**src/rtl/alu_issue_pkg.sv**
```systemverilog
// Shared constants, instruction layout and opcodes for the ALU operand-issue stage.
package alu_issue_pkg;

  localparam int unsigned DATA_W  = 16;
  localparam int unsigned NREG    = 8;
  localparam int unsigned ADDR_W  = $clog2(NREG);
  localparam int unsigned SEL_W   = 4;
  localparam int unsigned INSTR_W = 16;
  localparam int unsigned RSVD_W  = 3;

  // Instruction field bit positions (lsb of each field)
  localparam int unsigned OP_LSB  = 12;
  localparam int unsigned RD_LSB  = 9;
  localparam int unsigned RS1_LSB = 6;
  localparam int unsigned RS2_LSB = 3;

  typedef struct packed {
    logic [SEL_W-1:0]  op;
    logic [ADDR_W-1:0] rd;
    logic [ADDR_W-1:0] rs1;
    logic [ADDR_W-1:0] rs2;
    logic [RSVD_W-1:0] rsvd;
  } instr_t;

  typedef enum logic [SEL_W-1:0] {
    OP_ADD = 4'h0,
    OP_SUB = 4'h1
  } op_e;

endpackage

```
**src/rtl/alu_issue_regfile.sv**
```systemverilog
// Register file: NREG x DATA_W, two async read ports, two write ports (port0 wins on collision).
module alu_issue_regfile
  import alu_issue_pkg::*;
(
  input  logic              clk,
  input  logic              rst_n,
  input  logic              we0,
  input  logic [ADDR_W-1:0] waddr0,
  input  logic [DATA_W-1:0] wdata0,
  input  logic              we1,
  input  logic [ADDR_W-1:0] waddr1,
  input  logic [DATA_W-1:0] wdata1,
  input  logic [ADDR_W-1:0] raddr0,
  output logic [DATA_W-1:0] rdata0,
  input  logic [ADDR_W-1:0] raddr1,
  output logic [DATA_W-1:0] rdata1
);

  logic [DATA_W-1:0] regs [NREG];

  // Storage update; port0 is written last so it overrides port1 at the same index
  always_ff @(posedge clk) begin
    if (!rst_n) begin
      for (int i = 0; i < int'(NREG); i++) regs[i] <= '0;
    end else begin
      if (we1) regs[waddr1] <= wdata1;
      if (we0) regs[waddr0] <= wdata0;
    end
  end

  assign rdata0 = regs[raddr0];
  assign rdata1 = regs[raddr1];

endmodule

```
**src/rtl/alu_issue_stage.sv**
```systemverilog
// Operand-issue stage feeding a combinational ALU, with writeback and one-entry bypass.
// Optional macro ALU_ISSUE_PERF_EN adds perf_issued / perf_bypass counters.
module alu_issue_stage
  import alu_issue_pkg::*;
(
  input  logic               clk,
  input  logic               rst_n,
  input  logic               in_valid,
  output logic               in_ready,
  input  logic [INSTR_W-1:0] in_instr,
  input  logic               cfg_we,
  input  logic [ADDR_W-1:0]  cfg_addr,
  input  logic [DATA_W-1:0]  cfg_wdata,
  output logic [DATA_W-1:0]  alu_a,
  output logic [DATA_W-1:0]  alu_b,
  output logic [SEL_W-1:0]   alu_sel,
  input  logic [DATA_W-1:0]  alu_out,
  input  logic               alu_carry,
  output logic               res_valid,
  input  logic               res_ready,
  output logic [DATA_W-1:0]  res_data,
  output logic [ADDR_W-1:0]  res_rd,
  output logic               res_carry,
  output logic               carry_flag
`ifdef ALU_ISSUE_PERF_EN
  ,
  output logic [31:0]        perf_issued,
  output logic [31:0]        perf_bypass
`endif
);

  typedef enum logic {S_EMPTY = 1'b0, S_FULL = 1'b1} state_e;

  state_e            state;
  instr_t            instr;
  logic              retire;
  logic              accept;
  logic              byp_a;
  logic              byp_b;
  logic [DATA_W-1:0] rf_a;
  logic [DATA_W-1:0] rf_b;
  logic [DATA_W-1:0] op_a;
  logic [DATA_W-1:0] op_b;
  logic              unused_rsvd;

  assign instr       = instr_t'(in_instr);
  assign unused_rsvd = ^instr.rsvd;

  // Handshake and operand selection; a retiring result overrides the stale register value
  always_comb begin
    res_valid = (state == S_FULL);
    in_ready  = (state == S_EMPTY) | res_ready;
    retire    = res_valid & res_ready;
    accept    = in_valid & in_ready;
    byp_a     = retire & (instr.rs1 == res_rd);
    byp_b     = retire & (instr.rs2 == res_rd);
    op_a      = byp_a ? alu_out : rf_a;
    op_b      = byp_b ? alu_out : rf_b;
    res_data  = alu_out;
    res_carry = alu_carry;
  end

  alu_issue_regfile u_rf (
    .clk    (clk),
    .rst_n  (rst_n),
    .we0    (retire),
    .waddr0 (res_rd),
    .wdata0 (alu_out),
    .we1    (cfg_we),
    .waddr1 (cfg_addr),
    .wdata1 (cfg_wdata),
    .raddr0 (instr.rs1),
    .rdata0 (rf_a),
    .raddr1 (instr.rs2),
    .rdata1 (rf_b)
  );

  // S1 state, ALU operand registers and sticky carry
  always_ff @(posedge clk) begin
    if (!rst_n) begin
      state      <= S_EMPTY;
      alu_a      <= '0;
      alu_b      <= '0;
      alu_sel    <= '0;
      res_rd     <= '0;
      carry_flag <= 1'b0;
    end else begin
      if (retire) carry_flag <= alu_carry;
      if (accept) begin
        state   <= S_FULL;
        alu_a   <= op_a;
        alu_b   <= op_b;
        alu_sel <= instr.op;
        res_rd  <= instr.rd;
      end else if (retire) begin
        state <= S_EMPTY;
      end
    end
  end

`ifdef ALU_ISSUE_PERF_EN
  // Issue and bypass-use counters, wrapping at 2^32
  always_ff @(posedge clk) begin
    if (!rst_n) begin
      perf_issued <= '0;
      perf_bypass <= '0;
    end else if (accept) begin
      perf_issued <= perf_issued + 32'(1);
      if (byp_a | byp_b) perf_bypass <= perf_bypass + 32'(1);
    end
  end
`endif

endmodule

```
**config.mk**
```make
export PLATFORM = sky130hd
export DESIGN_NAME = alu_issue_stage
export DESIGN_NICKNAME = d
export VERILOG_FILES = /design/src/rtl/alu_issue_pkg.sv /design/src/rtl/alu_issue_regfile.sv /design/src/rtl/alu_issue_stage.sv
export SDC_FILE = /design/constraint.sdc
export NUM_CORES = 1
export LEC_CHECK = 0
export ABC_AREA = 1
export BUFFER_PORTS_ARGS = -buffer_cell sky130_fd_sc_hd__buf_2
export CORE_ASPECT_RATIO = 0.6
export CORE_MARGIN = 4
export CORE_UTILIZATION = 40
export DETAILED_ROUTE_END_ITERATION = 10
export PLACE_DENSITY = 0.59
export SKIP_CTS_REPAIR_TIMING = 1
export SYNTH_ARGS = -nofsm -noshare
export SYNTH_HDL_FRONTEND = slang
export SYNTH_SLANG_ARGS = --single-unit
```
**constraint.sdc**
```tcl
create_clock -name clk -period 5.3 [get_ports clk]
set_input_delay 1.59 -clock clk [delete_from_list [all_inputs] [get_ports clk]]
set_output_delay 1.59 -clock clk [all_outputs]
set_load 0.05 [all_outputs]
```
# Yosys cells after proc, flatten, opt, wreduce, memory -nomap -nowiden
# Memories as Yosys holds them, arrays and structs flattened. A register that Yosys moved wholly into a read port is not among the register bits.
# Index checks and enable logic that the tools add are counted.
dict set report totals {
  regBits 9
  ramBits 128
  input_bits 57
  out_inout_bits 59
  wordCells 29
  mem_count 1
}
# memory depth width read_ports rd_ports_with_merged_regs wr line
set memory_table {}
lappend memory_table {u_rf.regs 8 16 2 2 8 alu_issue_regfile.sv:19} ;# logic [DATA_W-1:0] regs [NREG];
dict set report op_classes {
  muxes 15
  n_bitwise 4
  n_reduce_logical 5
}
# cell count
set op_table {}
lappend op_table {{two-way mux 16 bit} 2}
lappend op_table {{OR reduction 16 bit} 2}
lappend op_table {{two-way mux 1 bit} 11}
lappend op_table {{two-way mux 3 bit} 2}
lappend op_table {{bitwise AND 1 bit} 2}
lappend op_table {{logical NOT 1 bit} 2}
lappend op_table {{nonzero test 2 bit} 1}
lappend op_table {{NOT 1 bit} 1}
lappend op_table {{OR 1 bit} 1}

# Logic depth before layout (Yosys ltp)
# Gate-level depths: netlist of the first run.
dict set report logic_depth {
  depth_word 6
  ltp_mapped 10
  mapped_depth_nobuf 9
}

# Modules after synthesis
# Synthesis of the first run repeated with hierarchy kept, for this count alone.
dict set report unflattened {
  hier_cells 1706
  hier_area_um2 11350.9
}
# module instances cells_per_inst area_each_um2 seq_area_each_um2
set by_module_without_submodules {}
lappend by_module_without_submodules {alu_issue_regfile 1 1346 9039.9 3843.7}
lappend by_module_without_submodules {alu_issue_stage 1 360 2311.0 820.8}

# Worst setup path before layout of the first run
# Ideal clock, no wire load.
dict set report synth_timing {
  path_type {input port to output port}
  startpoint {input res_ready}
  endpoint {output in_ready}
  arrival_ps 1971
  required_time_ps 3710
  path_slack_ps 1739
  stages 2
  path_buffers 0
  path_cell_list {inv_1 nand2_1}
}
dict set report synth_via {
  elab_chain_cells 1
}
# element line
set synth_lines {}
lappend synth_lines {{start: declaration} alu_issue_stage.sv:20} ;# input logic res_ready,
lappend synth_lines {{OR 1 bit} alu_issue_stage.sv:52} ;# in_ready = (state == S_EMPTY) | res_ready;
lappend synth_lines {{end: declaration} alu_issue_stage.sv:9} ;# output logic in_ready,
# Every way passes these cells.

# Worst setup path after layout of the first run
dict set report layout_timing {
  startpoint {input alu_out[3]}
  endpoint {output res_data[3]}
}
# element line
set layout_lines {}
lappend layout_lines {{start: declaration} alu_issue_stage.sv:17} ;# input logic [DATA_W-1:0] alu_out,
lappend layout_lines {{end: declaration} alu_issue_stage.sv:21} ;# output logic [DATA_W-1:0] res_data,
# No word-level cell between the ends.

==> run metrics, run 1 <==
#FFs+latches synth=between 150 and 200; Switching Share=between 20% and 30%; DPL Wire Length=22450 um; Fmax achieved=0.2689 GHz; vias=9503; CP endpoint kind=primary output; Final setup viols=0; CP top delay family=buffers and inverters; CTS root buffer=clkbuf_16; Syn Nets=between 1000 and 1500; layout cell share with drive strength beyond 1=14.86%; I/O pins=116; first-pass GRT wire length=between 50000 and 60000 um; Detailed Routing Iterations Pass 1=6; area of the core=24610 um^2; Tmin final=3.719 ns; Post-synth EDFFs=128; status=finished, final reports clean; chip height=roughly 130 um; power per cell area=304.0 nW/um^2; GP Congestion=0.8691; skew final=0.01027 ns; area delta synth->final=10.64%; cell with the largest stage delay on the worst path=buf_2; GRT Total Usage=23.20%; Clock Latency Late Sink=0.44 ns; clock tree sinks=169; Worst-path clk slew=about 0.06 ns; Rel. slew slack=30.94%; Mapped Avg Cell Area=~7.9 um^2; GRT busiest layer=met2; number of routed nets with antenna violations=0; Die X-Extent=214.0 um; Clock power frac=38.8%; max_cap viols=0; met2 Resource Use GR=37.40%; pin count of the biggest net entering global routing=between 60 and 70; Flop pwr share=44.8%; H-tree levels=4; Slew Viols, Final=0; Ant. Diodes=0; initial antenna violation count=0; WP data arrival=between 2 and 2.5 ns; crit path from=alu_out[3]; synth unique cells=28; peak supply drop=about 0.00021 V; LEAKAGE=about 4.6 nW; worst flop-to-flop path startpoint=res_valid; Residual DRC=0; slew of the pin with the lowest slew margin=1.035 ns; worst path bufs/invs=2; vias in the first global route=8876; Critical Path, Cell by Cell=buf_2, buf_2; Hold Vio Cnt, Final=0; layout net count=1376; Main synth FF type=edfxtp_1; CTS buffer count=17; Routed wire per std cell=19.81 um; asr flop ratio synth=0%; CP Launch Type=input port; Final Total Pwr=3.426 mW; Mapped Area=10190 um^2; Combinational Power Share=16.4%; Top cell by count, worst path=buf_2; fin crit share=70.16%; die footprint=28170 um^2; crit path kind=input port to primary output; RSZ-0062 raised after global routing=false; Slowest Stage Delay on Critical Path=a little over 0.3 ns; cell internal pwr=between 2 and 2.5 mW; WL final=32770 um; post-route cell area=11270 um^2; Gate Count Post-Synth=1294; met3 usage=between 4 and 5%; CP required=~3.7 ns; Crit Path Max Fanout=9; Post-DP Area=10650 um^2; starting density of the core=41.40%; total negative setup slack=0 ns; Max Buffers Root-to-Sink=2; Hold WC Path Type=register to register; Seq/Total Area, Yosys=45.79%; grt total ovfl=0; met1 GRT Util=31.82%; Rows=44; Initial DRC Count=919; worst hold start=alu_b[0]; CTS tree=built; Syn. warnings=0; IO Port Bufs=112; vias per cell=between 5 and 6; Sw Pwr=0.9907 mW
==> registers in the layout, indices dropped and copies added, names as in the netlist <==
register	count
res_valid	1
carry_flag	1
u_rf.regs	128
alu_b	16
alu_a	16
alu_sel	4
res_rd	3
==> worst paths after layout <==
path	slack, ns	end	cells after the start
max	1.58	res_data[3]	2
min	0.46	alu_b[0]	2
max reg2reg	2.95	u_rf.regs[5][8]	7
min reg2reg	0.46	alu_b[0]	2
==> power by group through the flow <==
stage,Sequential (mW),Clock (mW),Combinational (mW)
floorplan,1.64,0,0.318
global placement,1.56,0,0.552
detailed placement,1.56,0,0.561
CTS,1.54,1.34,0.562
global route,1.54,1.41,0.613
finish,1.54,1.33,0.560
==> per-stage QoR <==
step / util [%] / hold slack, ns / setup WS, ns / std cells
6_report: 45.80 / 0.4612 / 1.581 / 1654
5_1_grt: 45.80 / 0.4952 / 1.457 / 1654
4_1_cts: 45.80 / 0.4645 / 1.573 / 1654
3_5_place_dp: 43.29 / 0.4548 / 1.211 / 1622
3_3_place_gp: 43.29 / 0.4461 / 1.263 / 1622
2_1_floorplan: - / 0.6252 / 1.739 / 1294
==> layer usage <==
layer,part of all wire [%],vias up
li1,-,4521
met1,44,4500
met2,47,423
met3,7.1,59
met4,2.2,0
met5,0,-
==> area by class of cell <==
class,instances,area (um^2)
Fill cell,2451,13340
Sequential cell,169,4664
Multi-Input combinational cell,880,4418
Timing Repair Buffer,135,733.2
Clock buffer,24,501.7
Inverter,116,435.4
Tap cell,322,402.9
Clock inverter,8,115.1
==> cells in the final DEF, fill, tap and decap left out, drive strengths merged <==
| cell | count |
|---|---|
| dfxtp | 41 |
| o211ai | 40 |
| edfxtp | 128 |
| a21oi | 70 |
| o31ai | 96 |
| o21ai | 135 |
| nand3 | 180 |
| clkinvlp | 1 |
| inv | 115 |
| nand4 | 2 |
| buf | 135 |
| nor2 | 87 |
| xor2 | 2 |
| nand2 | 268 |
| clkinv | 5 |
| clkbuf | 24 |
| bufinv | 3 |
==> synthesized netlist by cell type, types with 5 or more instances <==
cell / instances / area share, %
nand2_1: 262 / 9.7
nand3_1: 179 / 8.8
o21ai_0: 131 / 6.4
edfxtp_1: 128 / 38
inv_1: 106 / 3.9
o31ai_1: 96 / 7.1
nor2_1: 78 / 2.9
a21oi_1: 65 / 3.2
buf_2: 52 / 2.6
clkbuf_1: 42 / 1.5
dfxtp_1: 41 / 8.1
o211ai_1: 40 / 2.9
buf_4: 24 / 1.8
inv_2: 9 / 0.33
buf_1: 7 / 0.26
nor2_2: 7 / 0.43
nand2_2: 5 / 0.31
==> worst reg2reg max path: stages (launching register included) <==
cell and delay, ns:
dfxtp_1 0.41, nand3_2 0.19, inv_2 0.14, nand2_1 0.13
nor2_2 0.11, buf_4 0.32, nor2_1 0.07, nand2_1 0.61
==> logic make-up (layout without fill, tap and decap cells) <==
logic type,Yosys count,in the layout,synth area share [%]
AO/OA/AOI/OAI,341,341,20.50
XOR/XNOR,2,2,0.1720
buffers and inverters,245,283,10.84
flip-flops,169,169,45.79
AND/OR/NAND/NOR,537,537,22.70
Note: power is estimated with default switching activity, not from simulation.
==> run 2: changes to the inputs <==
- PLACE_DENSITY: 0.59 -> 0.61
- clock period: 5.3 -> 3 ns (I/O delays scaled with it)
==> run metrics, run 2 (synthesis results as in run 1) <==
status=finished, final reports clean (unchanged); fin crit share=~78%; WL final=31440 um (was 32770 um); Crit Path Max Fanout=9 (unchanged); Most flops, register=u_rf.regs (unchanged); GP Congestion=0.8549 (was 0.8691); worst path bufs/invs=2 (unchanged); Initial DRC Count=1006 (was 919); largest registers=u_rf.regs x128, alu_a x16, alu_b x16 (unchanged); CP top delay family=buffers and inverters (unchanged); Tmin final=2.337 ns; R2R depth=5 (was 7); Sw Pwr=1.770 mW (was 0.9907 mW); Hold Vio Cnt, Final=0 (unchanged); Top cell by count, worst path=buf_2 (unchanged); CP required=2.10 ns (was 3.71 ns); power per cell area=516.3 nW/um^2 (was 304.0 nW/um^2); IO Port Bufs=112 (unchanged); LEAKAGE=4.715 nW (was 4.584 nW); I/O pins=116 (unchanged); worst slack at placement=0.4343 ns (was 1.211 ns); CTS root buffer=clkbuf_16 (unchanged); DPL Wire Length=22320 um (was 22450 um); Rows=44 (unchanged); slew of the pin with the lowest slew margin=0.6235 ns (was 1.035 ns); worst hold margin=0.4660 ns (was 0.4612 ns); layout net count=1403 (was 1376); Die X-Extent=214.0 um (unchanged); Switching Share=29.88% (was 28.92%); Flop pwr share=45.8% (was 44.8%); worst flop-to-flop path startpoint=res_rd[1] (was res_valid); CTS buffer count=17 (unchanged); cell with the largest stage delay on the worst path=buf_2 (unchanged); Ant. Diodes=0 (unchanged); worst reg2reg path endpoint=alu_a[14] (was u_rf.regs[5][8]); vias=9460 (was 9503); Max Buffers Root-to-Sink=2 (unchanged); Clock power frac=37.3% (was 38.8%); worst hold start=alu_b[13] (was alu_b[0]); Critical Path, Cell by Cell=buf_2, buf_2 (unchanged); first-pass GRT wire length=49360 um (was 51180 um); vias per cell=5.628 (was 5.745); Final Total Pwr=5.922 mW (was 3.426 mW); Stages on worst setup path=2 (unchanged); number of routed nets with antenna violations=0 (unchanged); pin count of the biggest net entering global routing=74 (was 68); max_cap viols=0 (unchanged); initial antenna violation count=0 (unchanged); Residual DRC=0 (unchanged); Hold Crit Endpoint=alu_b[13] (was alu_b[0]); WP data arrival=1.44 ns (was 2.13 ns); Worst R2R Setup Slack=1.12 ns (was 2.95 ns); H-tree levels=4 (unchanged); die footprint=28170 um^2 (unchanged); layout cell share with drive strength beyond 1=16.78% (was 14.86%); peak supply drop=0.0003540 V (was 0.0002092 V); Slew Viols, Final=0 (unchanged); final worst setup slack=0.6627 ns (was 1.581 ns); RSZ-0062 raised after global routing=false (unchanged); CP endpoint kind=primary output (unchanged); Combinational Power Share=17.0% (was 16.4%); Worst-path clk slew=0.06 ns (about the same); area delta synth->final=12.59% (was 10.64%); Hold WC Path Type=register to register (unchanged); Post-Route Utilization=46.61% (was 45.80%); starting density of the core=41.40% (unchanged); total negative setup slack=0 ns (unchanged); Routed wire per std cell=18.71 um (was 19.81 um); Slowest Stage Delay on Critical Path=0.31 ns (about the same); Rel. slew slack=58.43% (was 30.94%); vias in the first global route=8926 (was 8876); CTS tree=built (unchanged); most frequent cells in the layout=262 x nand2_1, 179 x nand3_1, 131 x o21ai_0, 128 x edfxtp_1, 112 x buf_2 (unchanged); grt total ovfl=0 (unchanged); area of the core=24610 um^2 (unchanged); max FFs per register=128 (unchanged); Fmax achieved=0.4278 GHz; cell internal pwr=4.153 mW (was 2.435 mW); Clock Latency Late Sink=0.46 ns (was 0.44 ns); crit path kind=input port to primary output (unchanged); skew final=0.008873 ns (was 0.01027 ns); WHS Path Cells=2 (unchanged); CP Launch Type=input port (unchanged); chip height=131.6 um (unchanged); GRT Total Usage=22.15% (was 23.20%); Final setup viols=0 (unchanged); commonest non-fill, non-tap cell in the layout=nand2_1 (unchanged); Detailed Routing Iterations Pass 1=6 (unchanged); clock tree sinks=169 (unchanged)
-- run 2: area by class of cell --
class	instances	area [um^2]
multi-input cells	880	4418
repair buffers	162	960.9
clock inverters	10	60.06
well taps	322	402.9
flip-flops and latches	169	4664
inverters	116	435.4
clock buffers	22	528.0
fillers	2401	13140
-- run 2: how the worst max path moves through the flow --
stage                 from              end  slack (ns)
2_1_floorplan        rst_n  u_rf.regs[1][0]        0.41
3_3_place_gp   in_instr[7]         alu_a[9]        0.45
3_5_place_dp   in_instr[8]         alu_a[0]        0.43
4_1_cts         alu_out[9]      res_data[9]        0.66
5_1_grt        alu_out[10]     res_data[10]        0.65
6_report        alu_out[9]      res_data[9]        0.66
-- run 2: stage by stage --
step                      instance area [um^2]  cells
after detailed placement                 10880   1649
after floorplan                          10190   1294
after global placement                   10880   1649
after global routing                     11470   1681
final                                    11470   1681
after CTS                                11470   1681
-- run 2: per-layer routing --
metal,wire length [um],vias to the layer above,global-route usage [%],part of all wire (%)
met5,0,-,0,0
li1,-,4576,-,-
met2,14890,391,37.04,47
met3,2277,64,3.207,7.2
met4,910,0,9.104,2.9
met1,13370,4429,29.11,43
-- run 2: worst register-to-register path: cells and delay by family (launching register included) --
family,cells,cell delay (ns)
xor gates and xnor gates,1,0.12
DFF,1,0.47
and+or+nand+nor,3,1.08
AOI/OAI and AO/OA,1,0.08
-- run 2: power groups by stage --
stage	sequential [mW]	combinational, mW	clock, mW
6_report	2.71	1.01	2.21
5_1_grt	2.72	1.10	2.32
4_1_cts	2.71	1.01	2.23
3_5_place_dp	2.76	1.01	0
3_3_place_gp	2.76	0.992	0
2_1_floorplan	2.90	0.561	0
